==> src/rtl/vec_stream_bridge_if.sv <==
// Host/layer-side signal bundle for vec_stream_bridge: start, send, receive and done handshakes.
// The bridge connects through the slave modport; the driving side uses master.
interface vec_stream_bridge_if #(
   parameter int M = 8,
   parameter int N = 8,
   parameter int T = 12
) ();
   logic           start_valid;
   logic           start_ready;
   logic [N*T-1:0] x_vec;
   logic           m_valid;
   logic           m_ready;
   logic [T-1:0]   data_out;
   logic           s_valid;
   logic           s_ready;
   logic [T-1:0]   data_in;
   logic [M*T-1:0] y_vec;
   logic           done_valid;
   logic           done_ready;
   logic           err;

   modport master (
      output start_valid, x_vec, m_ready, s_valid, data_in, done_ready,
      input  start_ready, m_valid, data_out, s_ready, y_vec, done_valid, err
   );

   modport slave (
      input  start_valid, x_vec, m_ready, s_valid, data_in, done_ready,
      output start_ready, m_valid, data_out, s_ready, y_vec, done_valid, err
   );
endinterface

==> src/rtl/vec_stream_bridge.sv <==
// Captures an N-word vector, streams it word by word to a layer, collects M result words.
// Optional macro VEC_STREAM_BRIDGE_RELU_CHECK_EN adds a sticky negative-result flag on err.
module vec_stream_bridge #(
   parameter int M = 8,
   parameter int N = 8,
   parameter int T = 12
) (
   input  logic               clk,
   input  logic               reset,
   vec_stream_bridge_if.slave bus
);
   localparam int CWN = $clog2(N + 1);
   localparam int CWM = $clog2(M + 1);
   localparam logic [CWN-1:0] LAST_SEND = CWN'(N - 1);
   localparam logic [CWM-1:0] LAST_RECV = CWM'(M - 1);

   typedef enum logic [1:0] {IDLE, SEND, RECV, DONE} state_t;

   state_t         state;
   logic [N*T-1:0] x_reg;
   logic [CWN-1:0] send_cnt;
   logic [CWM-1:0] recv_cnt;
   logic           m_valid_r;
   logic           s_ready_r;
   logic           done_valid_r;
   logic [T-1:0]   data_out_r;
   logic [M*T-1:0] y_reg;

   function automatic logic [T-1:0] word_at(input logic [N*T-1:0] v, input logic [CWN-1:0] idx);
      logic [T-1:0] w;
      w = '0;
      for (int i = 0; i < N; i++)
         if (int'(idx) == i) w = v[i*T +: T];
      return w;
   endfunction

   // data_out is preloaded with the next word so it is valid in the same cycle as m_valid
   always_ff @(posedge clk) begin
      if (reset) begin
         state        <= IDLE;
         send_cnt     <= '0;
         recv_cnt     <= '0;
         m_valid_r    <= 1'b0;
         s_ready_r    <= 1'b0;
         done_valid_r <= 1'b0;
         data_out_r   <= '0;
         y_reg        <= '0;
      end else begin
         unique case (state)
            IDLE: if (bus.start_valid) begin
               x_reg      <= bus.x_vec;
               data_out_r <= bus.x_vec[T-1:0];
               send_cnt   <= '0;
               recv_cnt   <= '0;
               m_valid_r  <= 1'b1;
               state      <= SEND;
            end
            SEND: if (bus.m_ready) begin
               send_cnt <= send_cnt + 1'b1;
               if (send_cnt == LAST_SEND) begin
                  m_valid_r <= 1'b0;
                  s_ready_r <= 1'b1;
                  state     <= RECV;
               end else begin
                  data_out_r <= word_at(x_reg, send_cnt + 1'b1);
               end
            end
            RECV: if (bus.s_valid) begin
               for (int j = 0; j < M; j++)
                  if (int'(recv_cnt) == j) y_reg[j*T +: T] <= bus.data_in;
               recv_cnt <= recv_cnt + 1'b1;
               if (recv_cnt == LAST_RECV) begin
                  s_ready_r    <= 1'b0;
                  done_valid_r <= 1'b1;
                  state        <= DONE;
               end
            end
            DONE: if (bus.done_ready) begin
               done_valid_r <= 1'b0;
               state        <= IDLE;
            end
            default: state <= IDLE;
         endcase
      end
   end

`ifdef VEC_STREAM_BRIDGE_RELU_CHECK_EN
   // A negative result cannot come out of a ReLU layer; remember it until reset
   logic err_r;
   always_ff @(posedge clk) begin
      if (reset) err_r <= 1'b0;
      else if (state == RECV && bus.s_valid && bus.data_in[T-1]) err_r <= 1'b1;
   end
   assign bus.err = err_r;
`else
   assign bus.err = 1'b0;
`endif

   assign bus.start_ready = (state == IDLE) && !reset;
   assign bus.m_valid     = m_valid_r;
   assign bus.data_out    = data_out_r;
   assign bus.s_ready     = s_ready_r;
   assign bus.done_valid  = done_valid_r;
   assign bus.y_vec       = y_reg;
endmodule

==> src/flat_wrapper.sv <==
// flat-port wrapper written by rule: the top's interface ports become plain ports
module vec_stream_bridge_flat 
#(
   parameter int M = 8,
   parameter int N = 8,
   parameter int T = 12
)
  (clk, reset, bus_start_valid, bus_x_vec, bus_m_ready, bus_s_valid, bus_data_in, bus_done_ready, bus_start_ready, bus_m_valid, bus_data_out, bus_s_ready, bus_y_vec, bus_done_valid, bus_err);
  vec_stream_bridge_if #(.M(M), .N(N), .T(T)) bus_i ();
  input  logic clk;
  input  logic reset;
  input wire logic [$bits(bus_i.start_valid)-1:0] bus_start_valid;
  input wire logic [$bits(bus_i.x_vec)-1:0] bus_x_vec;
  input wire logic [$bits(bus_i.m_ready)-1:0] bus_m_ready;
  input wire logic [$bits(bus_i.s_valid)-1:0] bus_s_valid;
  input wire logic [$bits(bus_i.data_in)-1:0] bus_data_in;
  input wire logic [$bits(bus_i.done_ready)-1:0] bus_done_ready;
  output wire logic [$bits(bus_i.start_ready)-1:0] bus_start_ready;
  output wire logic [$bits(bus_i.m_valid)-1:0] bus_m_valid;
  output wire logic [$bits(bus_i.data_out)-1:0] bus_data_out;
  output wire logic [$bits(bus_i.s_ready)-1:0] bus_s_ready;
  output wire logic [$bits(bus_i.y_vec)-1:0] bus_y_vec;
  output wire logic [$bits(bus_i.done_valid)-1:0] bus_done_valid;
  output wire logic [$bits(bus_i.err)-1:0] bus_err;
  assign bus_i.start_valid = bus_start_valid;
  assign bus_i.x_vec = bus_x_vec;
  assign bus_i.m_ready = bus_m_ready;
  assign bus_i.s_valid = bus_s_valid;
  assign bus_i.data_in = bus_data_in;
  assign bus_i.done_ready = bus_done_ready;
  assign bus_start_ready = bus_i.start_ready;
  assign bus_m_valid = bus_i.m_valid;
  assign bus_data_out = bus_i.data_out;
  assign bus_s_ready = bus_i.s_ready;
  assign bus_y_vec = bus_i.y_vec;
  assign bus_done_valid = bus_i.done_valid;
  assign bus_err = bus_i.err;
  vec_stream_bridge #(.M(M), .N(N), .T(T)) u_core (.clk(clk), .reset(reset), .bus(bus_i));
endmodule
==> config.mk <==
export PLATFORM = sky130hd
export DESIGN_NAME = vec_stream_bridge_flat
export DESIGN_NICKNAME = d
export VERILOG_FILES = /design/src/rtl/vec_stream_bridge_if.sv /design/src/rtl/vec_stream_bridge.sv /design/src/flat_wrapper.sv
export SDC_FILE = /design/constraint.sdc
export NUM_CORES = 1
export LEC_CHECK = 0
export BUFFER_PORTS_ARGS = -buffer_cell sky130_fd_sc_hd__buf_2
export CORE_MARGIN = 2
export CORE_UTILIZATION = 35
export CTS_CLUSTER_DIAMETER = 40
export DETAILED_ROUTE_END_ITERATION = 10
export SLEW_MARGIN = 20
export SYNTH_ARGS = -nofsm -noshare
export SYNTH_HDL_FRONTEND = slang
export SYNTH_SLANG_ARGS = --single-unit
==> constraint.sdc <==
create_clock -name clk -period 14.7 [get_ports clk]
set_input_delay 0.735 -clock clk [delete_from_list [all_inputs] [get_ports clk]]
set_output_delay 0.735 -clock clk [all_outputs]
set_load 0.01 [all_outputs]
Yosys cells after proc, flatten, opt, wreduce, memory -nomap -nowiden

Cells that the tools add are included.

Eq/ne operators: 26
Bitwise operators: 1
Reduce and logical (&&, ||, !) cells: 25
$add $sub $neg: 2
Multiplexer cells: 37

Operator list:

| cell                | number |
|---|---|
| $mux 12             | 11 |
| $reduce_and 3->1    | 11 |
| $eq 4x4->1 const B  | 8 |
| $eq 4x3->1 const B  | 6 |
| $pmux 12 s2         | 1 |
| $pmux 4 s2          | 2 |
| $mux 2              | 6 |
| $mux 4              | 3 |
| $reduce_and 4->1    | 3 |
| $mux 1              | 10 |
| $ne 2x2->1 const B  | 5 |
| $add 4x1->4 const B | 2 |
| $eq 4x2->1 const B  | 2 |
| $logic_not 4->1     | 2 |
| $pmux 2 s4          | 1 |
| $reduce_bool 2->1   | 4 |
| $pmux 1 s2          | 3 |
| $reduce_and 6->1    | 1 |
| $reduce_and 5->1    | 1 |
| $eq 2x2->1 const B  | 2 |
| $ne 2x1->1 const B  | 2 |
| $eq 2x1->1 const B  | 1 |
| $logic_not 2->1     | 1 |
| $logic_and 1x1->1   | 1 |
| 2 further kinds     | 2 |

Bits in registers: 217
Output and inout port bits: 113
Logic and storage cells: 107
Input bits: 114

Depth between registers and ports, before layout

Word-level depth: 13
Gate-level depth with buffers: 9
Mapped depth without buffers: 7

Worst setup path after synthesis

OpenSTA, ideal clock, no wires.

Path kind: input to register
Start point: input port reset
End point: register u_core.x_reg[0], enable pin
Path slack: 8.997 ns
Required time: 14.149 ns
Stages: 3
Setup time: 0.551 ns
Arrival time: 5.152 ns
Path buffers: 2
Cell sequence: clkbuf_1 -> clkbuf_1 -> nor2_1

Longest elaborated chain between the ends: 2

RTL lines:

| what                       | line                    | text |
|---|---|---|
| from (decl)                | flat_wrapper.sv:11      | `input logic reset;` |
| $not 1->1 (no line)        | -                       |  |
| $reduce_and 3->1 (no line) | -                       |  |
| to (signal assigned)       | vec_stream_bridge.sv:51 | `x_reg <= bus.x_vec;` |
| to (decl)                  | vec_stream_bridge.sv:20 | `logic [N*T-1:0] x_reg;` |

No other way between the ends.
A chain may end at the register's enable or synchronous reset.

Final worst setup path

Start point: register u_core.send_cnt[0]
End point: register u_core.data_out_r[5], in the netlist u_core.bus.data_out[5]

Longest elaborated chain between the ends: 13
Elaborated cells between the ends (all ways): 23
Classes of those cells: add/sub: 1; eq/ne: 9; mux: 11; reduce/logical: 2

RTL lines:

| what                   | line                    | text |
|---|---|---|
| from (decl)            | vec_stream_bridge.sv:21 | `logic [CWN-1:0] send_cnt;` |
| from (signal assigned) | vec_stream_bridge.sv:59 | `send_cnt <= send_cnt + 1'b1;` |
| $add 4x1->4            | vec_stream_bridge.sv:65 | `data_out_r <= word_at(x_reg, send_cnt + 1'b1);` |
| $logic_not 4->1        | vec_stream_bridge.sv:33 | `if (int'(idx) == i) w = v[i*T +: T];` |
| $mux 12 (8 in a row)   | vec_stream_bridge.sv:33 |  |
| $mux 12                | vec_stream_bridge.sv:60 | `if (send_cnt == LAST_SEND) begin` |
| $mux 12                | vec_stream_bridge.sv:58 | `SEND: if (bus.m_ready) begin` |
| $pmux 12 s2            | vec_stream_bridge.sv:49 | `unique case (state)` |
| to (signal assigned)   | vec_stream_bridge.sv:52 | `data_out_r <= bus.x_vec[T-1:0];` |
| to (signal assigned)   | vec_stream_bridge.sv:65 |  |
| to (decl)              | vec_stream_bridge.sv:26 | `logic [T-1:0] data_out_r;` |

Several ways; a longest one is shown, not always the timed one. The select of a mux whose other input is x is not followed.

==> out/metrics.yaml <==
timing:
  finClkSkew_ns: 0.0341
  tightest_slew_ns: 1.06
  setup_viol: 0
  drv_slew: 0
  finalCritPeriodShare_pct: 17.8
  clock.fmax_ghz: 0.382
  grt_setup_unrepaired: "false"
  maxSlewHeadroom_pct: 29.1
  finalCriticalPeriod_ns: 2.62
  finalHoldViolCount: 0
  final.setup.tns_ns: 0
yosys:
  synth_edf_count: 96
  synth_area_leaders: "edfxtp_1, dfxtp_1, a21oi_1"
  async_reset_ff_share_pct: 0
  synth_warnings: 0
  synth_commonest_cells: "nand2_1, a21oi_1, dfxtp_1"
  synth-seq-cells: 217
  yosysTopAreaCell: "edfxtp_1"
  syn_area_sq_mm: 0.00901
  synth.most_common_cell: "nand2_1"
  synth_fp_nets: 1029
  syn_inst: 902
  yosysUniqueCellTypes: 58
  synth_area_per_cell_sq_um: 9.98
  ys.flop_type: "dfxtp_1"
  ys_seq_area_share_pct: 58.9
  yosys.area.top_type_share_pct: 32.0
floorplanning:
  rows: 58
  die-area_sq_mm: 0.0270
  die_y_um: 164
  die_w_um: 164
  core_sq_mm: 0.0253
  num_io_pins: 227
  initial_core_util_pct: 35.7
setup_path:
  crit_path_end_kind: "register"
  worstReg2RegStart: "u_core.send_cnt[0]$_SDFFE_PP0P_"
  setup.worst_path.start_class: "register"
  worstSetupStartpoint: "u_core.send_cnt[0]$_SDFFE_PP0P_"
  cp.arrival_ns: 3.04
  critPathRequiredTime_ns: 15.13
  rr_endpoint: "u_core.bus.data_out[5]$_SDFFE_PP0P_"
  timing.reg2reg.setup_slack_ns: 12.08
  cp_top_family: "adder cells"
  slowest_stage: "ha_1"
  cpPeakStageDelay_ns: 0.93
  path_class: "reg2reg"
  critPathMaxFanout: 26
  reg2reg_depth: 6
  cp_num_buf_inv: 0
  cp_cell_sequence: "ha_1 -> and3b_1 -> a21oi_1 -> o21ai_0 -> a222oi_1 -> o31ai_2"
global_routing:
  grt_usage_pct: 19.2
  antenna_found_initial: 3
  grt_pass1_wl_mm: 40.2
  grt.overflow.total: 0
  grt_pass1_vias: 7140
  grt_max_degree: 62
power:
  power.share.sequential_pct: 39.0
  p_sw_uw: 522
  combPwrFrac_pct: 16.4
  ir_worst_vdd_v: 0.0000995
  intPower_uw: 1340
  swShare_pct: 28.0
  p_per_area_mw_per_mm2: 162
  clock_power_share_pct: 44.6
  power_uw: 1870
  leakagePower_uw: 0.00458
cts:
  postCtsSetupRepairBufs: 0
  cts_tree: "yes"
  clockBufferDepth: 3
  clock-sinks: 217
  ctsHtreeMaxLevel: 2
  cts_buffers: 35
  clk_pin_slew_ns: 0.06
  post_cts_resized: 0
  cts-root-buf: "clkbuf_16"
  clock_latency_ns: 0.51
  cts_hold_buf: 0
routing:
  first_pass_iters: 5
  vias: 7465
  drt-initial-drc-count: 666
  drc: 0
  wl_mm: 26.5
  antenna_left: 0
  viasPerCell: 5.15
  wire_per_inst_um: 18.3
cells_and_area:
  nets: 1217
  drive_gt1_share_pct: 28.4
  design_area_sq_mm: 0.0115
  fillCellCount: 2467
  syn2layout_area_growth_pct: 28.0
min_path:
  hp-start: "bus_x_vec[57]"
  hold_class: "in2reg"
  holdPathStages: 1
  holdPathEnd: "u_core.x_reg[57]$_DFFE_PP_"
placement:
  place_area_sq_mm: 0.0103
  dpl.hpwl_mm: 17.9
  numPortBuffers: 225
  place_congestion: 0.765
run:
  max_cap_viol_count: 0
outcome:
  outcome: "finished clean"
how the worst max path moves through the flow:
stage | to | slack, ns | depth (start not counted)
after global routing | u_core.x_reg[80]$_DFFE_PP_ | 11.86 | 6
after detailed placement | u_core.x_reg[49]$_DFFE_PP_ | 11.67 | 4
after CTS | u_core.x_reg[62]$_DFFE_PP_ | 11.80 | 5
after global placement | u_core.bus.data_out[7]$_SDFFE_PP0P_ | 11.58 | 6
final | u_core.bus.data_out[5]$_SDFFE_PP0P_ | 12.08 | 6
after floorplan | u_core.x_reg[0]$_DFFE_PP_ | 9.00 | 3
per-layer routing:
layer  wire [um]  vias up  track usage, %  share of wire [%]
met4         378        4            4.78                1.4
met5          27        -               0               0.10
li1            -     3610               -                  -
met3        2770       40            7.28                 10
met1       11100     3529            24.5                 42
met2       12300      282            30.7                 46
layout make-up:
cell class	instances	area (sq um)	share of cell area, %
sequential	217	5310	46.0
multi-input combinational	577	3270	28.4
clock buffer	39	922	8.00
clock inverter	25	283	2.45
antenna	2	5.00	0.0434
tap	330	413	3.58
timing repair buffer	237	1250	10.8
inverter	22	82.6	0.716
worst reg2reg max path: stages (launching register included):
cell      delay (ns)
dfxtp_1         0.52
ha_1            0.93
and3b_1         0.27
a21oi_1         0.04
o21ai_0         0.37
a222oi_1        0.18
o31ai_2         0.25
per-stage QoR:
step | utilization [%] | std cells | hold slack [ns] | setup slack (ns)
3_3_place_gp | 40.6 | 1381 | 0.439 | 11.58
6_report | 45.7 | 1449 | 0.398 | 12.08
5_1_grt | 45.6 | 1447 | 0.377 | 11.86
3_5_place_dp | 40.8 | 1382 | 0.443 | 11.67
4_1_cts | 45.5 | 1446 | 0.381 | 11.80
2_1_floorplan | - | 902 | 0.481 | 9.00
cells in the final DEF, fill, tap and decap left out, types with 20 or more instances in the layout:
cell	netlist	layout
clkbuf_16	0	36
buf_2	12	224
nor2_1	23	22
inv_1	20	20
edfxtp_1	96	96
nand2_1	158	158
nand3_1	102	102
o21ai_0	22	22
dfxtp_1	121	121
a21oi_1	126	126
cell families (layout without fill, tap and decap cells):
group / count (synthesis) / after routing / share of synthesized area (%)
AOI/OAI and AO/OA: 230 / 230 / 16.3
adders and majority gates: 13 / 13 / 1.81
xor gates and xnor gates: 2 / 2 / 0.195
buffers and inverters: 108 / 323 / 5.13
and+or+nand+nor: 326 / 326 / 17.0
muxes: 5 / 5 / 0.556
DFF: 217 / 217 / 58.9
other: 1 / 3 / 0.0416
power by group through the flow:
stage | sequential [uW] | clock (uW) | combinational, uW
floorplan | 746 | 0 | 194
global placement | 739 | 0 | 298
detailed placement | 740 | 0 | 301
CTS | 728 | 848 | 302
global route | 732 | 874 | 336
finish | 727 | 833 | 306
No activity file was read; power rests on OpenSTA's default activity.
